## config.mk

```make
export PLATFORM = sky130hd
export DESIGN_NAME = uart_rx_frame_parser
export DESIGN_NICKNAME = d
export VERILOG_FILES = /design/src/rtl/uart_rx_frame_parser_pkg.sv /design/src/rtl/uart_frame_buf.sv /design/src/rtl/uart_rx_frame_parser.sv
export SDC_FILE = /design/constraint.sdc
export NUM_CORES = 1
export LEC_CHECK = 0
export CAP_MARGIN = 20
export CORE_ASPECT_RATIO = 0.75
export CORE_MARGIN = 3
export CORE_UTILIZATION = 45
export CTS_CLUSTER_DIAMETER = 60
export DETAILED_ROUTE_END_ITERATION = 8
export DONT_BUFFER_PORTS = 1
export GPL_TIMING_DRIVEN = 0
export PLACE_DENSITY_LB_ADDON = 0.1
export SYNTH_ARGS = -nofsm -noshare
export SYNTH_HDL_FRONTEND = slang
export SYNTH_SLANG_ARGS = --single-unit
```

## constraint.sdc

```tcl
create_clock -name i_clk -period 3.4 [get_ports i_clk]
set_clock_uncertainty 0.15 [all_clocks]
set_input_delay 0.68 -clock i_clk [delete_from_list [all_inputs] [get_ports i_clk]]
set_output_delay 0.68 -clock i_clk [all_outputs]
set_load 0.05 [all_outputs]
```

## src/rtl/uart_rx_frame_parser_pkg.sv

```systemverilog
// rtl/uart_rx_frame_parser_pkg.sv - shared UART definitions: parser states and error codes
package uart_rx_frame_parser_pkg;

    typedef enum logic [2:0] {
        ST_IDLE  = 3'd0,
        ST_HEAD1 = 3'd1,
        ST_LEN   = 3'd2,
        ST_DATA  = 3'd3,
        ST_CSUM  = 3'd4,
        ST_OUT   = 3'd5
    } frame_state_t;

    localparam logic [1:0] ERR_NONE    = 2'd0;
    localparam logic [1:0] ERR_BAD_LEN = 2'd1;
    localparam logic [1:0] ERR_CSUM    = 2'd2;
    localparam logic [1:0] ERR_TIMEOUT = 2'd3;

endpackage

```

## src/rtl/uart_frame_buf.sv

```systemverilog
// rtl/uart_frame_buf.sv - payload store, one write port and one asynchronous read port
module uart_frame_buf #(
    parameter int P_DEPTH = 16,
    parameter int P_WIDTH = 8,
    parameter int P_AW    = (P_DEPTH > 1) ? $clog2(P_DEPTH) : 1
) (
    input  logic               i_clk,
    input  logic               i_we,
    input  logic [P_AW-1:0]    i_waddr,
    input  logic [P_WIDTH-1:0] i_wdata,
    input  logic [P_AW-1:0]    i_raddr,
    output logic [P_WIDTH-1:0] o_rdata
);

    logic [P_WIDTH-1:0] mem [P_DEPTH];

    always_ff @(posedge i_clk) begin
        if (i_we) begin
            mem[i_waddr] <= i_wdata;
        end
    end

    assign o_rdata = mem[i_raddr];

endmodule

```

## src/rtl/uart_rx_frame_parser.sv

```systemverilog
// rtl/uart_rx_frame_parser.sv - parses HEAD0 HEAD1 LEN payload CSUM frames from a UART byte stream
module uart_rx_frame_parser
    import uart_rx_frame_parser_pkg::*;
#(
    parameter int                           P_UART_DATA_WIDTH = 8,
    parameter logic [P_UART_DATA_WIDTH-1:0] P_HEAD0           = 8'h55,
    parameter logic [P_UART_DATA_WIDTH-1:0] P_HEAD1           = 8'hAA,
    parameter int                           P_MAX_LEN         = 16,
    parameter int                           P_TIMEOUT         = 50_000
) (
    input  logic                         i_clk,
    input  logic                         i_rst_n,
    input  logic [P_UART_DATA_WIDTH-1:0] i_uart_rx_data,
    input  logic                         i_uart_rx_valid,
    output logic [P_UART_DATA_WIDTH-1:0] o_frame_data,
    output logic                         o_frame_valid,
    output logic                         o_frame_last,
    input  logic                         i_frame_ready,
    output logic [7:0]                   o_frame_len,
    output logic                         o_err,
    output logic [1:0]                   o_err_code,
    output logic                         o_drop
);

    localparam int         AW       = (P_MAX_LEN > 1) ? $clog2(P_MAX_LEN) : 1;
    localparam int         TW       = $clog2(P_TIMEOUT + 1);
    localparam logic [7:0] MAX_LEN8 = 8'(P_MAX_LEN);
    localparam logic [TW-1:0] TMAX  = TW'(P_TIMEOUT - 1);

    frame_state_t state_q, state_d;

    logic [7:0]                   len_q;
    logic [7:0]                   wr_idx;
    logic [7:0]                   rd_idx;
    logic [7:0]                   csum_q;
    logic [TW-1:0]                tmo_q;
    logic [7:0]                   byte8;
    logic                         in_frame;
    logic                         tmo_hit;
    logic                         buf_we;
    logic                         err_d;
    logic [1:0]                   err_code_d;
    logic                         drop_d;
    logic [P_UART_DATA_WIDTH-1:0] rd_data;

    assign byte8    = 8'(i_uart_rx_data);
    assign in_frame = (state_q == ST_HEAD1) || (state_q == ST_LEN) ||
                      (state_q == ST_DATA)  || (state_q == ST_CSUM);
    // An arriving byte always beats an expiring timer.
    assign tmo_hit  = in_frame && !i_uart_rx_valid && (tmo_q == TMAX);

    always_ff @(posedge i_clk or negedge i_rst_n) begin
        if (!i_rst_n) begin
            state_q <= ST_IDLE;
        end else begin
            state_q <= state_d;
        end
    end

    always_comb begin
        state_d    = state_q;
        err_d      = 1'b0;
        err_code_d = o_err_code;
        drop_d     = 1'b0;
        buf_we     = 1'b0;
        case (state_q)
            ST_IDLE: begin
                if (i_uart_rx_valid && i_uart_rx_data == P_HEAD0) state_d = ST_HEAD1;
            end
            ST_HEAD1: begin
                if (i_uart_rx_valid) begin
                    if (i_uart_rx_data == P_HEAD1)      state_d = ST_LEN;
                    else if (i_uart_rx_data != P_HEAD0) state_d = ST_IDLE;
                end
            end
            ST_LEN: begin
                if (i_uart_rx_valid) begin
                    if (byte8 == 8'd0 || byte8 > MAX_LEN8) begin
                        state_d    = ST_IDLE;
                        err_d      = 1'b1;
                        err_code_d = ERR_BAD_LEN;
                    end else begin
                        state_d = ST_DATA;
                    end
                end
            end
            ST_DATA: begin
                if (i_uart_rx_valid) begin
                    buf_we = 1'b1;
                    if (wr_idx == len_q - 8'd1) state_d = ST_CSUM;
                end
            end
            ST_CSUM: begin
                if (i_uart_rx_valid) begin
                    if (byte8 == csum_q) begin
                        state_d = ST_OUT;
                    end else begin
                        state_d    = ST_IDLE;
                        err_d      = 1'b1;
                        err_code_d = ERR_CSUM;
                    end
                end
            end
            ST_OUT: begin
                drop_d = i_uart_rx_valid;
                if (i_frame_ready && rd_idx == len_q - 8'd1) state_d = ST_IDLE;
            end
            default: state_d = ST_IDLE;
        endcase
        if (tmo_hit) begin
            state_d    = ST_IDLE;
            err_d      = 1'b1;
            err_code_d = ERR_TIMEOUT;
        end
    end

    always_ff @(posedge i_clk or negedge i_rst_n) begin
        if (!i_rst_n) begin
            len_q      <= '0;
            wr_idx     <= '0;
            rd_idx     <= '0;
            csum_q     <= '0;
            tmo_q      <= '0;
            o_err      <= 1'b0;
            o_err_code <= ERR_NONE;
            o_drop     <= 1'b0;
        end else begin
            o_err      <= err_d;
            o_err_code <= err_code_d;
            o_drop     <= drop_d;
            if (in_frame && !i_uart_rx_valid) tmo_q <= tmo_q + 1'b1;
            else                              tmo_q <= '0;
            if (state_q == ST_LEN && state_d == ST_DATA) begin
                len_q  <= byte8;
                csum_q <= byte8;
                wr_idx <= '0;
            end
            if (buf_we) begin
                wr_idx <= wr_idx + 8'd1;
                csum_q <= csum_q + byte8;
            end
            if (state_q == ST_CSUM && state_d == ST_OUT) rd_idx <= '0;
            if (state_q == ST_OUT && i_frame_ready)     rd_idx <= rd_idx + 8'd1;
        end
    end

    uart_frame_buf #(
        .P_DEPTH (P_MAX_LEN),
        .P_WIDTH (P_UART_DATA_WIDTH),
        .P_AW    (AW)
    ) u_buf (
        .i_clk   (i_clk),
        .i_we    (buf_we),
        .i_waddr (wr_idx[AW-1:0]),
        .i_wdata (i_uart_rx_data),
        .i_raddr (rd_idx[AW-1:0]),
        .o_rdata (rd_data)
    );

    assign o_frame_valid = (state_q == ST_OUT);
    assign o_frame_data  = o_frame_valid ? rd_data : '0;
    assign o_frame_last  = o_frame_valid && (rd_idx == len_q - 8'd1);
    assign o_frame_len   = len_q;

endmodule

```

### Word-level counts from Yosys, hierarchy flattened

Memory sizes are Yosys's and may differ from the RTL's.
Cells that the tools add are included.

| storage, ports and cells | value |
|---|---|
| output and inout bits | 22 |
| input port bits | 12 |
| word-level logic and storage cells | 91 |
| memories kept | 1 |
| bits in writable memories | 128 |
| register bits after elaboration | 55 |

Memory list:

| name | words | width | rd ports | clocked after Yosys merged registers in | write ports | RTL line | source |
|---|---|---|---|---|---|---|---|
| u_buf.mem | 16 | 8 | 1 | 0 | 1 | uart_frame_buf.sv:15 | `logic [P_WIDTH-1:0] mem [P_DEPTH];` |

| operators by class | value |
|---|---|
| magnitude comparators | 1 |
| eq/ne operators | 18 |
| reductions and logical operators | 19 |
| multiplexer cells | 38 |
| add/subtract/negate cells | 5 |

Operators with widths:

| operator | count |
|---|---|
| 8-bit 2-to-1 mux | 7 |
| 3-bit 2-to-1 mux | 11 |
| 8-bit == test | 3 |
| 3-bit one-hot mux with 6 select lines | 1 |
| 16-bit by 1-bit adder with 16-bit output, second input constant | 1 |
| 8-bit by 1-bit adder with 8-bit output, second input constant | 2 |
| 16-bit == test, second input constant | 1 |
| 16-bit 2-to-1 mux | 1 |
| 2-bit 2-to-1 mux | 6 |
| 1-bit 2-to-1 mux | 10 |
| 3-bit by 2-bit == test with 1-bit output, second input constant | 3 |
| 3-bit == test, second input constant | 3 |
| 3-bit != test, second input constant | 3 |
| 8-bit adder | 1 |
| 8-bit by 7-bit == test with 1-bit output, second input constant | 1 |
| 8-bit == test, second input constant | 1 |
| 8-bit by 5-bit > comparator with 1-bit output, second input constant | 1 |
| 1-bit logical AND | 8 |
| 8-bit logical NOT | 1 |
| 8-bit by 7-bit != test with 1-bit output, second input constant | 1 |
| 8-bit by 1-bit subtractor with 8-bit output, second input constant | 1 |
| 5-bit AND reduction | 1 |
| 1-bit logical OR | 4 |
| 2-bit one-hot mux with 2 select lines | 1 |
| other kinds (7) | 8 |

### Depth between registers and ports, before layout

| logic depth | value |
|---|---|
| word-level depth | 11 |
| mapped depth | 10 |
| depth with buffers taken out | 10 |

### By module

From an unflattened synthesis, not the netlist that was laid out.

| second synthesis, totals | value |
|---|---|
| cells, all modules | 605 |
| area, all modules | 8383.0 µm² |

By module, submodules not included:

| module | area each (µm²) | seq. area each (µm²) | cells each | instances |
|---|---|---|---|---|
| uart_frame_buf | 4987.3 | 3843.7 | 221 | 1 |
| uart_rx_frame_parser | 3395.8 | 1376.3 | 384 | 1 |

### Worst setup path after synthesis

No wires, ideal clock.

| timing path | value |
|---|---|
| path type | reg-to-output |
| from | register len_q[0] (netlist: o_frame_len[0]) |
| to | output o_frame_last |
| setup slack | -0.505 ns |
| buffers on the path | 0 |
| arrival | 3.075 ns |
| stages on the path, launching flop included | 9 |
| data required time | 2.570 ns |
| cells stage by stage | dfrtp_1 inv_1 ha_1 nor3b_2 nand2_1 xnor2_1 or4_1 or4_1 nor2_1 |

| between the ends | value |
|---|---|
| word-level cells in the longest chain between the ends | 3 |

Ends and longest elaborated chain:

| item | RTL line | source |
|---|---|---|
| start, declared | uart_rx_frame_parser.sv:32 | `logic [7:0] len_q;` |
| start signal, assigned | uart_rx_frame_parser.sv:134 | `len_q <= byte8;` |
| 8-bit by 1-bit subtractor with 8-bit output | uart_rx_frame_parser.sv:162 | `assign o_frame_last = o_frame_valid && (rd_idx == len_q - 8'd1);` |
| 8-bit == test | uart_rx_frame_parser.sv:162 |  |
| 1-bit logical AND | uart_rx_frame_parser.sv:162 |  |
| end, declared | uart_rx_frame_parser.sv:17 | `output logic o_frame_last,` |

No other way between the ends.

### Worst setup path in the final report

Same ends and word-level chain as after synthesis.

==> impl_metrics.tcl <==
set metrics [dict create \
    final_cell_area_um2 9490 \
    drc 0 \
    drtIter0Drc 486 \
    worst-endpoint-required_ns 2.57 \
    finalCritPeriodShare 1.09 \
    p_leak_nw 3.42 \
    drive_gt1_frac 0.203 \
    yosys_register_bits 183 \
    fp.coreArea_um2 17800 \
    power.total_mw 4.45 \
    globalplace.congestion 0.831 \
    ys_types 52 \
    grt_pass1_vias 4792 \
    async_flop_share 0.301 \
    n_antenna_cell 0 \
    ant_nets 0 \
    avgSynthCellArea_um2 14.2 \
    slew_headroom 0.351 \
    synthesis.nets 608 \
    hpwl_um 12900 \
    grt_pass1_wl_um 28800 \
    crit_fanout 7 \
    cts_tree "done" \
    start_util 0.464 \
    path_cells "inv_4, ha_4, nor3b_4, buf_4, xnor2_1, mux2i_1, a2bb2oi_1, or4_4, nor2_4" \
    cts.clk_slew.worst_paths_ns 0.07 \
    critPathSlowestCell "dfrtp_4" \
    grt_antenna_before_repair 0 \
    maxSlewViolCount 0 \
    setup_ws_ns -0.317 \
    fmax_mhz 269 \
    ys_seq_area_frac 0.632 \
    routed-via-count 4965 \
    yosys_warnings 0 \
    failed_checks "setup timing" \
    crit_arrival_ns 2.89 \
    fin_crit_ns 3.72 \
    setup_viol 1 \
    worstSetupPathType "flop to output pin" \
    netlist_area_um2 8260 \
    boundaryPins 34 \
    min_path_type "input pin to flop" \
    placed_area_um2 8670 \
    layout.nets 640 \
    cts.sinks 183 \
    cts-root-buf "clkbuf_16" \
    routed_wirelength_um 18600 \
    num-fill-cells 1446 \
    chipHeight_um 123 \
    grt_overflow 0 \
    gr-usage-all-layers 0.197 \
    std_cell_rows 42 \
    wl_per_cell_um 21.4 \
    slowest_delay_ns 0.60 \
    ir_drop_v 0.000316 \
    first_pass_iters 5 \
    cts_made_buffers 17 \
    die_area_um2 20000 \
    rsz0062_at_grt "true" \
    synth_edf_count 128 \
    via_per_inst 5.72 \
    ys.flop_type "edfxtp_1" \
    insertion_delay_ns 0.44 \
    hold_ws_ns 0.192 \
    start_kind "flop" \
    maxCapViolations 0 \
    tightest_slew_ns 0.949 \
    post-route-util 0.533 \
    grt_max_degree 56 \
    outcome "complete, but fails checks" \
    finalHoldViolCount 0 \
    cts_buffer_depth 2 \
    fp.dieW_um 162 \
    powerDensity_nw_per_um2 469 \
    htreeDepth 4 \
    area_growth_pct 14.9 \
    netlist_instances 581 \
    worst_setup_path_end_kind "output pin" \
    io_buffers 0 \
]
## metal layers
layer | global-route usage | up-vias | share of wire
met5 | 0 | - | 0
met4 | 0.0421 | 0 | 0.0068
met3 | 0.0539 | 11 | 0.068
met2 | 0.280 | 160 | 0.44
met1 | 0.304 | 2517 | 0.48
li1 | - | 2277 | -
## Yosys cell counts, types with 3 or more instances
cell,n,area [µm²]
edfxtp_1,128,3840
dfrtp_1,55,1380
nand2_1,50,188
nor2_1,41,154
mux4_2,40,901
nand3_1,26,130
xor2_1,20,175
o21ai_0,18,90.1
inv_1,17,63.8
clkbuf_1,16,60.1
xnor2_1,16,140
ha_1,14,175
and3_1,13,81.3
a21oi_1,11,55.1
and2_1,10,62.6
nor2b_1,8,50.1
nor4_1,8,50.1
nand4_1,6,37.5
nor3_1,6,30.0
buf_2,5,25.0
o211ai_1,5,37.5
o31a_1,5,43.8
or3_1,5,31.3
or4_1,5,37.5
nand2b_1,4,25.0
o21ai_1,4,20.0
o31ai_1,4,30.0
a21o_1,3,22.5
a31oi_1,3,18.8
mux2i_1,3,30.0
nor4b_1,3,26.3
o21a_1,3,22.5
o22ai_1,3,18.8
## sequential cells by signal, indices dropped and copies added (netlist names), 2 cells and up
register,count
o_err_code,2
o_frame_len,8
csum_q,8
tmo_q,16
state_q,3
u_buf.mem,128
rd_idx,8
wr_idx,8
## stage by stage
| stage | cells | setup slack (ns) | TNS, ns |
|---|---|---|---|
| 6_report | 868 | -0.317 | -0.317 |
| 5_1_grt | 868 | -0.403 | -0.422 |
| 4_1_cts | 868 | -0.324 | -0.324 |
| 3_5_place_dp | 831 | -0.359 | -2.56 |
| 3_3_place_gp | 823 | -0.339 | -10.79 |
| 2_1_floorplan | 581 | 0.00223 | 0 |
## what timing repair did
| action | in CTS | in global routing |
|---|---|---|
| hold endpoints to repair | 55 | 0 |
| buffers inserted | 3 | 0 |
| hold buffers | 2 | 0 |
| endpoints found under the setup margin | 9 | 12 |
| pin swaps | 4 | 0 |
| gates resized for setup | 50 | 10 |
## where the power goes
part	switching, mW	leakage [nW]	internal [mW]	total (mW)
logic	0.0459	1.22	0.0284	0.0743
registers	0.00743	1.90	2.39	2.40
clock network	0.845	0.299	1.13	1.97
## placed cells by master, fill, tap and decap left out, types with 4 or more instances in the layout
cell type | netlist | routed
a21oi_1 | 11 | 11
and2_4 | 0 | 8
and3_1 | 13 | 13
buf_2 | 5 | 5
buf_4 | 0 | 11
clkbuf_1 | 16 | 13
clkbuf_16 | 0 | 18
clkinv_4 | 0 | 4
dfrtp_1 | 55 | 50
edfxtp_1 | 128 | 128
ha_1 | 14 | 13
inv_1 | 17 | 15
mux4_2 | 40 | 40
nand2_1 | 50 | 50
nand2b_1 | 4 | 4
nand3_1 | 26 | 26
nand4_1 | 6 | 6
nor2_1 | 41 | 39
nor2b_1 | 8 | 8
nor3_1 | 6 | 6
nor4_2 | 0 | 4
o211ai_1 | 5 | 5
o21ai_0 | 18 | 18
o21ai_1 | 4 | 4
o31a_1 | 5 | 5
o31ai_1 | 4 | 4
or3_1 | 5 | 5
xnor2_1 | 16 | 16
xor2_1 | 20 | 19
## cell type report
cell class / count / area [µm²] / share of cell area
timing repair buffer: 13 / 118 / 0.0124
clock buffer: 22 / 495 / 0.0522
tap: 242 / 303 / 0.0319
clock inverter: 10 / 109 / 0.0115
sequential: 183 / 5230 / 0.551
buffer: 24 / 169 / 0.0178
inverter: 17 / 66.3 / 0.00699
multi-input combinational: 357 / 3000 / 0.316
## critical path, delay by kind of cell (launching register included)
family / cells / cell delay, ns
AOI/OAI and AO/OA: 1 / 0.14
adders and majority gates: 1 / 0.16
DFF: 1 / 0.60
buffers and inverters: 2 / 0.26
xor gates and xnor gates: 1 / 0.15
muxes: 1 / 0.11
and+or+nand+nor: 3 / 1.02
## path summary, 6_finish.rpt
| path | start | to | slack (ns) | cells after the start |
|---|---|---|---|---|
| setup / recovery | o_frame_len[0]$_DFFE_PN0P_ | o_frame_last | -0.32 | 9 |
| hold / removal | i_uart_rx_data[7] | u_buf.mem[7][7]$_DFFE_PP_ | 0.19 | 0 |
| setup reg to reg | state_q[0]$_DFF_PN0_ | u_buf.mem[8][0]$_DFFE_PP_ | 0.33 | 6 |
| hold reg to reg | tmo_q[0]$_DFF_PN0_ | tmo_q[0]$_DFF_PN0_ | 0.30 | 1 |
| max in group asynchronous | i_rst_n | o_frame_len[3]$_DFFE_PN0P_ | 2.23 | 2 |
| min in group asynchronous | i_rst_n | rd_idx[5]$_DFFE_PN0P_ | 0.59 | 2 |
## cells by family (layout without fill, tap and decap cells)
group / count (synthesis) / count (layout) / share of synthesized area
XOR/XNOR: 36 / 36 / 0.0382
multiplexers: 43 / 43 / 0.113
AO/OA/AOI/OAI: 71 / 71 / 0.0559
flip-flops: 183 / 183 / 0.632
buffers and inverters: 41 / 86 / 0.0203
AND/OR/NAND/NOR: 192 / 192 / 0.118
adder cells (fa/ha/maj): 15 / 15 / 0.0236
No activity file was read; power rests on OpenSTA's default activity.
